`src/rtl/neuron_mac_q88.sv`:
```
`default_nettype none
// ============================================================================
//  Module   : neuron_mac_q88
//  Function : Streaming signed Q8.8 dot product with bias, round-half-up and
//             16-bit saturation; one result per vector, held until accepted.
//  Revision : 1.0  initial release
// ============================================================================
module neuron_mac_q88 #(
   parameter int FRAC    = 8,
   parameter int ACC_W   = 40,
   parameter int MAX_LEN = 256
) (
   input  logic        clk,
   input  logic        rst,
   input  logic        in_valid,
   output logic        in_ready,
   input  logic [15:0] in_x,
   input  logic [15:0] in_w,
   input  logic        in_last,
   input  logic [15:0] bias,
   output logic        out_valid,
   input  logic        out_ready,
   output logic [15:0] out_y,
   output logic        len_err
);

   localparam int CNT_W = $clog2(MAX_LEN) + 1;

   localparam logic signed [ACC_W-1:0] c_half = ACC_W'(1) << (FRAC - 1);
   localparam logic signed [ACC_W-1:0] c_max  = ACC_W'(32767);
   localparam logic signed [ACC_W-1:0] c_min  = -ACC_W'(32768);

   typedef enum logic [1:0] {
      S_ACCUM = 2'd0,
      S_FLUSH = 2'd1,
      S_OUT   = 2'd2
   } state_t;

   state_t                  r_state;
   logic signed [ACC_W-1:0] r_acc;
   logic signed [ACC_W-1:0] r_bias;
   logic signed [31:0]      r_p;
   logic                    r_p_valid;
   logic                    r_p_last;
   logic [CNT_W-1:0]        r_beat_cnt;

   logic                    w_take;
   logic                    w_last_eff;
   logic signed [31:0]      w_prod;
   logic signed [ACC_W-1:0] w_p_ext;
   logic signed [ACC_W-1:0] w_bias_ext;
   logic signed [ACC_W-1:0] w_sum;
   logic signed [ACC_W-1:0] w_rnd;
   logic [15:0]             w_sat;

   assign in_ready   = rst && (r_state == S_ACCUM);
   assign w_take     = in_valid && in_ready;
   // The beat that fills the vector to MAX_LEN ends it even without in_last.
   assign w_last_eff = in_last || (r_beat_cnt == CNT_W'(MAX_LEN - 1));
   assign w_prod     = $signed(in_x) * $signed(in_w);
   assign w_p_ext    = {{(ACC_W-32){r_p[31]}}, r_p};
   assign w_bias_ext = {{(ACC_W-16){bias[15]}}, bias};

   // Final sum: the last product is still in the pipeline register at flush.
   always_comb begin
      w_sum = r_acc + w_p_ext + r_bias;
      w_rnd = (w_sum + c_half) >>> FRAC;
      w_sat = w_rnd[15:0];
      if (w_rnd > c_max)
         w_sat = 16'h7FFF;
      else if (w_rnd < c_min)
         w_sat = 16'h8000;
   end

   // Multiply stage, accumulate stage and the ACCUM/FLUSH/OUT sequencer.
   always_ff @(posedge clk) begin
      if (!rst) begin
         r_state    <= S_ACCUM;
         r_acc      <= '0;
         r_bias     <= '0;
         r_p        <= '0;
         r_p_valid  <= 1'b0;
         r_p_last   <= 1'b0;
         r_beat_cnt <= '0;
         out_valid  <= 1'b0;
         out_y      <= '0;
         len_err    <= 1'b0;
      end else begin
         r_p_valid <= w_take;
         if (w_take) begin
            r_p      <= w_prod;
            r_p_last <= w_last_eff;
         end
         // The last product of a vector is folded in by the flush sum instead.
         if (r_p_valid && !r_p_last)
            r_acc <= r_acc + w_p_ext;

         case (r_state)
            S_ACCUM: begin
               if (w_take) begin
                  if (r_beat_cnt == '0)
                     r_bias <= w_bias_ext << FRAC;
                  r_beat_cnt <= r_beat_cnt + CNT_W'(1);
                  if (w_last_eff) begin
                     r_state <= S_FLUSH;
                     if (!in_last)
                        len_err <= 1'b1;
                  end
               end
            end
            S_FLUSH: begin
               out_y     <= w_sat;
               out_valid <= 1'b1;
               r_state   <= S_OUT;
            end
            S_OUT: begin
               if (out_ready) begin
                  out_valid  <= 1'b0;
                  r_acc      <= '0;
                  r_beat_cnt <= '0;
                  r_state    <= S_ACCUM;
               end
            end
            default: r_state <= S_ACCUM;
         endcase
      end
   end

endmodule
`default_nettype wire

```
`config.mk`:
```
export PLATFORM = sky130hd
export DESIGN_NAME = neuron_mac_q88
export DESIGN_NICKNAME = d
export VERILOG_FILES = /design/src/rtl/neuron_mac_q88.sv
export SDC_FILE = /design/constraint.sdc
export NUM_CORES = 1
export LEC_CHECK = 0
export ABC_CLOCK_PERIOD_IN_PS = 6400
export CELL_PAD_IN_SITES_DETAIL_PLACEMENT = 0
export CELL_PAD_IN_SITES_GLOBAL_PLACEMENT = 2
export CORE_MARGIN = 5
export CORE_UTILIZATION = 36
export DETAILED_ROUTE_END_ITERATION = 12
export PLACE_DENSITY_LB_ADDON = 0.1
export SYNTH_ARGS = -nofsm -noshare
export SYNTH_HDL_FRONTEND = slang
export SYNTH_SLANG_ARGS = --single-unit
```
`constraint.sdc`:
```
create_clock -name clk -period 6.4 [get_ports clk]
set_clock_uncertainty 0.2 [all_clocks]
set_input_delay 0.96 -clock clk [delete_from_list [all_inputs] [get_ports clk]]
set_output_delay 0.96 -clock clk [all_outputs]
set_load 0.05 [all_outputs]
```
==> key figures, run 1 <==
Run status
  – Status: finished, violations left
  – Violated checks: setup timing

Die
  – Die H: between 200 and 250 microns
  – Core Region: ~49000 sq um
  – Cell Rows: 81
  – Die width: about 230 microns
  – Initial core utilization: 36.3%
  – I/O pin cnt: 72
  – Die Area: about 54000 sq um

GRT
  – Largest net degree at the start of global routing: between 70 and 80
  – Vias in the first global route: ~16000
  – Global routing usage on met3: between 1.5 and 2%
  – Global-route wire length before repair: between 80000 and 90000 microns
  – Total track usage: between 10% and 20%
  – Total congestion overflow: 0
  – Met2 GRT Util: 36.5%
  – Met1 Resource Use GR: between 20 and 25%
  – Initial antenna violation count: 0
  – GR peak layer: met2

Timing
  – Slew margin rel.: around 24%
  – RSZ-0062 raised after global routing: yes
  – Worst slew pin tran: 1.14 ns
  – Hold Vio Cnt, Final: 0
  – Tcrit/Tclk final: 101%
  – WHS: between 0.2 and 0.3 ns
  – Final number of setup-violating endpoints: 1
  – Tmin final: ~6.4 ns
  – Fmax: roughly 0.16 GHz
  – Fin. max-slew vios: 0
  – Final worst slack: -0.0321 ns

Critical path
  – Nature of the critical path startpoint: primary input
  – CP max FO: 5
  – Critical path type: in -> reg
  – RR Endpoint: out_y[8]
  – RR Startpoint: r_p[0]
  – Worst r2r path cells: 29
  – CP endpoint: r_p[24]
  – Critical Path RT: 6.50 ns
  – Arrival time at the worst endpoint: about 6.5 ns
  – Worst setup EP type: register
  – CP Launch Point: in_x[6]
  – Flop2flop setup slack: about 0.22 ns

Routing
  – Routed len/inst: ~17 microns
  – Routed wire length: 52900 microns
  – Post-DRT Antenna Nets: 0
  – DR pass1 iterations: 5
  – Via-to-Cell Ratio: 4.83
  – Residual DRC: 0
  – DR vias: roughly 15000
  – Starting DRT DRC Count: around 640

Placement
  – Setup Slack @ Placement: -0.954 ns
  – Detail Placement HPWL: around 42000 microns
  – Buffers added on ports: between 70 and 80
  – Number of cells after detailed placement: 2995
  – RD Place Congestion: about 0.82

Synth
  – Mapped Avg Cell Area: 8.49 sq um
  – Synth top cells by count: 333 x inv_1, 274 x nand2_1, 264 x fa_1
  – Compound-cell area share of the yosys netlist: a little over an eighth
  – Post-Syn Instances: 2082
  – Post-synthesis sequential area ratio: between 10% and 20%
  – Dominant cells by area after synthesis: fa_1 30%, dfxtp_1 13%, ha_1 11%
  – Top FF cell, synth: dfxtp_1
  – Post-synthesis adder-cell area fraction: between 40% and 50%
  – Syn Nets: 2555
  – Synthesis warning total: 0
  – Top-area cell type share of the netlist area: 29.9%
  – Top-count cell post-synth: inv_1
  – Post-synth cell types: 60
  – Share of async-settable or async-resettable flops after synthesis: 0%
  – XOR/XNOR Fraction of Synth Area: 5.05%
  – Post-synth EDFFs: 0
  – Post-Syn Area: 17700 sq um
  – Synth area leader: fa_1
  – Largest family of logic cells by synthesized area: adder cells
  – Yosys reg bits: between 100 and 150
  – Post-Synth Simple-Gate Area: 17.8%
  – Mux contribution to synthesized area: less than 1%

Cells and area
  – Fillers: approximately 4700
  – Final Net Count: between 2000 and 3000
  – Area growth, synth to finish: 35.1%
  – Post-layout util: between 40 and 50%
  – Diode count: 0
  – Share of cells above drive strength 1: between 20% and 30%
  – Post-Layout Cell Count: around 3100

Clocking
  – Clock Tree Root: clkbuf_16
  – Hold Buf Count CTS: 0
  – Skew-Pair Late Insertion Delay: around 0.44 ns
  – TritonCTS clock tree: yes
  – TritonCTS buffer count: 17
  – Clock Sinks: 119
  – CTS max path bufs: 2
  – CTS H-tree lvls: 4
  – Worst-path clk slew: 0.06 ns

Run
  – Max Cap Viol: 0

Min path
  – Min-delay worst type: reg -> reg
  – Hold_sp: r_acc[4]
  – Hold Crit Depth: 2
[per-layer routing]
metal | up-vias | part of all wire [%]
met3 | 55 | 1.8
met1 | 7405 | 44
met2 | 176 | 52
met5 | - | 0
met4 | 0 | 2.1
li1 | 7454 | -
[cell type report]
cell class	instances	area, sq um	area share [%]
clock buffers	19	443	1.85
multi-input cells	1558	14900	62.3
repair buffers	420	3950	16.5
clock inverters	13	144	0.602
inverters	333	1250	5.25
well taps	664	831	3.48
flip-flops and latches	119	2380	9.99
[sequential cells by signal, indices dropped and copies added, names as in the netlist]
signal      count
len_err         1
out_valid       1
out_y          16
r_acc          40
r_beat_cnt      9
r_bias         16
r_p            32
r_p_last        1
r_p_valid       1
r_state         2
[through the flow]
step	TNS (ns)	area, sq um
after floorplan	-0.140	18100
after global placement	-19.20	21200
after detailed placement	-19.02	21200
after CTS	-0.314	23000
after global routing	-2.83	23900
final	-0.0321	23900
[placed cells by master (no fill, tap or decap), drive strengths merged, types with 8 or more instances in the layout]
| cell | count |
|---|---|
| nand2 | 274 |
| nand2b | 38 |
| o22ai | 17 |
| clkbuf | 24 |
| o21bai | 18 |
| nor2 | 65 |
| or3 | 8 |
| mux2i | 16 |
| ha | 156 |
| clkdlybuf4s50 | 39 |
| inv | 336 |
| o21ai | 87 |
| xor2 | 31 |
| buf | 367 |
| and2 | 119 |
| nand4 | 11 |
| a21oi | 120 |
| xnor2 | 71 |
| fa | 264 |
| a211oi | 10 |
| nand3 | 58 |
| nor2b | 29 |
| nor3 | 17 |
| dfxtp | 119 |
| o21a | 17 |
| a21o | 42 |
[cells by family (layout without fill, tap and decap cells)]
family,count (synthesis),count (layout)
XOR/XNOR,102,102
adder cells (fa/ha/maj),420,420
AO/OA/AOI/OAI,369,369
flip-flops,119,119
AND/OR/NAND/NOR,650,650
buffers and inverters,405,785
multiplexers,17,17
[critical path, cell delays in order]
cell and delay [ns]:
buf_6 0.11, buf_12 0.12, buf_4 0.11, nand2_1 0.06, fa_1 0.49, inv_1 0.04
fa_1 0.49, inv_2 0.04, fa_1 0.49, inv_2 0.04, fa_1 0.52, inv_2 0.04
fa_1 0.51, inv_2 0.04, fa_1 0.55, ha_4 0.22, inv_2 0.05, o21bai_1 0.08
a21oi_2 0.17, o41ai_4 0.11, a311o_1 0.32, a21o_1 0.20, a21o_1 0.19, a21o_1 0.18
a21oi_2 0.15, xor2_1 0.17, o21ai_1 0.08
[worst min-delay path by stage]
stage | end | slack [ns]
floorplan | r_acc[14] | 0.24
global placement | r_acc[14] | 0.24
detailed placement | r_acc[6] | 0.25
CTS | r_acc[4] | 0.26
global route | r_acc[10] | 0.28
finish | r_acc[4] | 0.26
[timing repair]
| item | in CTS | in global routing |
|---|---|---|
| endpoints found under the setup margin | 31 | 27 |
| gates resized for setup | 228 | 194 |
| cloned | 9 | 0 |
| pin swaps | 97 | 171 |
| buffers inserted | 65 | 27 |
Power of run 1 is not shown: default switching activity piles up to over one toggle a cycle in this logic, so the estimate is an artifact.
==> inputs of run 2 (changes only) <==
--- a/config.mk
+++ b/config.mk
@@ -5,11 +5,12 @@
 export SDC_FILE = /design/constraint.sdc
 export NUM_CORES = 1
 export LEC_CHECK = 0
+export ABC_AREA = 1
 export ABC_CLOCK_PERIOD_IN_PS = 6400
 export CELL_PAD_IN_SITES_DETAIL_PLACEMENT = 0
 export CELL_PAD_IN_SITES_GLOBAL_PLACEMENT = 2
 export CORE_MARGIN = 5
-export CORE_UTILIZATION = 36
+export CORE_UTILIZATION = 34
 export DETAILED_ROUTE_END_ITERATION = 12
 export PLACE_DENSITY_LB_ADDON = 0.1
 export SYNTH_ARGS = -nofsm -noshare
==> key figures, run 2 <==
Critical path
  – CP max FO: 7
  – Critical Path RT: about 6.5 ns
  – Arrival time at the worst endpoint: ~6.3 ns
  – Critical path type: in -> reg
  – Nature of the critical path startpoint: primary input
  – Worst setup EP type: register

Cells and area
  – Post-layout util: 43.0%
  – Fin area: between 20000 and 25000 sq um
  – Most common cell after layout, fill and taps aside: inv_1
  – Biggest registers after layout: r_acc x40, r_p x32
  – Largest Register: r_acc
  – Final Net Count: between 3000 and 4000
  – Diode count: 0
  – Post-Layout Cell Count: around 3800
  – Max FFs per register: 40
  – Commonest non-fill, non-tap cells in the layout: 631 x inv_1, 540 x nand2_1, 249 x fa_1, 228 x nor2_1, 204 x buf_4
  – Area growth, synth to finish: 24.9%
  – Share of cells above drive strength 1: 17.3%

Timing
  – Hold Vio Cnt, Final: 0
  – Tcrit/Tclk final: 96.0%
  – Worst slew pin tran: 1.11 ns
  – Final worst slack: 0.255 ns
  – Final number of setup-violating endpoints: 0
  – Fin. max-slew vios: 0
  – Tmin final: about 6 ns
  – Fmax: 0.163 GHz
  – Slew margin rel.: between 20% and 30%

Routing
  – Routed len/inst: 16.5 microns
  – Residual DRC: 0
  – DR pass1 iterations: 6
  – Via-to-Cell Ratio: between 4 and 5
  – DR vias: 17300
  – Starting DRT DRC Count: about 570
  – Routed wire length: 61700 microns
  – Post-DRT Antenna Nets: 0

Run
  – Max Cap Viol: 0

Synth
  – Synthesis warning total: 0
  – Top-count cell post-synth: inv_1
  – Post-synth EDFFs: 0
  – Post-synth cell types: between 50 and 60
  – Synth top cells by count: 672 x inv_1, 560 x nand2_1, 264 x fa_1
  – Share of async-settable or async-resettable flops after synthesis: 0%
  – Post-Syn Area: roughly 19000 sq um
  – Dominant cells by area after synthesis: fa_1 27%, inv_1 13%, dfxtp_1 12%
  – Mapped Avg Cell Area: roughly 7 sq um
  – Top-area cell type share of the netlist area: a little over a quarter
  – Synth area leader: fa_1
  – Syn Nets: between 3000 and 4000
  – Post-Syn Instances: 2721
  – Top FF cell, synth: dfxtp_1
  – Post-synthesis sequential area ratio: about an eighth
  – Yosys reg bits: 119

Run status
  – Status: finished clean

Clocking
  – CTS max path bufs: 2
  – TritonCTS clock tree: yes
  – Worst-path clk slew: ~0.07 ns
  – Clock Sinks: 119
  – TritonCTS buffer count: 17
  – Clock Tree Root: clkbuf_16
  – Skew-Pair Late Insertion Delay: ~0.45 ns
  – CTS H-tree lvls: 4

Die
  – Initial core utilization: between 30% and 40%
  – I/O pin cnt: 72
  – Die H: roughly 250 microns
  – Die width: 249 microns
  – Cell Rows: 87
  – Die Area: a little over 60000 sq um
  – Core Region: 56500 sq um

GRT
  – Largest net degree at the start of global routing: 60
  – Global-route wire length before repair: ~98000 microns
  – Vias in the first global route: 18300
  – Total track usage: a little under 20%
  – Initial antenna violation count: 0
  – Total congestion overflow: 0

Placement
  – Placed cell area: about 23000 sq um
  – Number of cells after detailed placement: between 3000 and 4000
  – RD Place Congestion: roughly 0.86
  – Setup Slack @ Placement: -0.820 ns
  – Detail Placement HPWL: between 50000 and 60000 microns
  – Buffers added on ports: 71

Min path
  – Min-delay worst type: reg -> reg
==> run 2: cell type report <==
cell class	instances	area, sq um
multi-input cells	1837	14800
clock buffers	17	425
inverters	681	2560
repair buffers	325	3040
fillers	5887	32200
clock inverters	15	179
flip-flops and latches	119	2380
well taps	756	946
==> run 2: per-stage QoR <==
stage / hold slack (ns) / TNS, ns
floorplan: 0.244 / 0
global placement: 0.254 / -11.11
detailed placement: 0.261 / -12.28
CTS: 0.280 / -0.0825
global route: 0.300 / -0.0112
finish: 0.274 / 0
==> run 2: critical path: stages <==
cell and delay, ns:
clkdlybuf4s15_1 0.20, buf_12 0.15, buf_8 0.14, nand2_1 0.06, inv_1 0.04, fa_1 0.47
inv_1 0.06, fa_1 0.47, fa_1 0.52, fa_1 0.57, fa_1 0.44, fa_1 0.54
inv_1 0.06, ha_4 0.27, nand2_1 0.09, inv_2 0.08, nand2_4 0.06, nor3_4 0.20
nand3_2 0.12, nand3_4 0.09, nand3_2 0.07, o211ai_1 0.14, a31oi_1 0.15, xor2_1 0.15
o21ai_1 0.12, inv_1 0.05
==> run 2: cells by family after synthesis <==
logic type               count (synthesis)  synth area share [%]
XOR/XNOR                                82                  3.69
flip-flops                             119                  12.2
buffers and inverters                  765                  15.0
adder cells (fa/ha/maj)                420                  37.2
AO/OA/AOI/OAI                          367                  11.0
AND/OR/NAND/NOR                        968                  20.9
==> run 2: metal layers <==
metal | track usage, % | share of wire, % | vias up
met4 | 5.69 | 2.7 | 0
met1 | 23.4 | 42 | 8271
met2 | 37.8 | 54 | 189
li1 | - | - | 8776
met5 | 0 | 0 | -
met3 | 1.27 | 1.3 | 75
==> run 2: final timing paths <==
kind	cells past startpoint	to	start	slack (ns)
worst min register to register	2	len_err	len_err	0.27
worst max-delay path	26	r_p[29]	in_x[7]	0.26
worst max register to register	35	out_y[7]	r_acc[0]	0.68
worst min-delay path	2	len_err	len_err	0.27
==> run 2: repair_timing <==
item / 4_1_cts / 5_1_grt
hold buffers: 0 / 0
cloned: 4 / 4
buffers inserted: 24 / 22
resized for setup: 96 / 162
setup endpoints to repair: 16 / 19
pin swaps: 47 / 121
Power of run 2 is left out for the same reason.
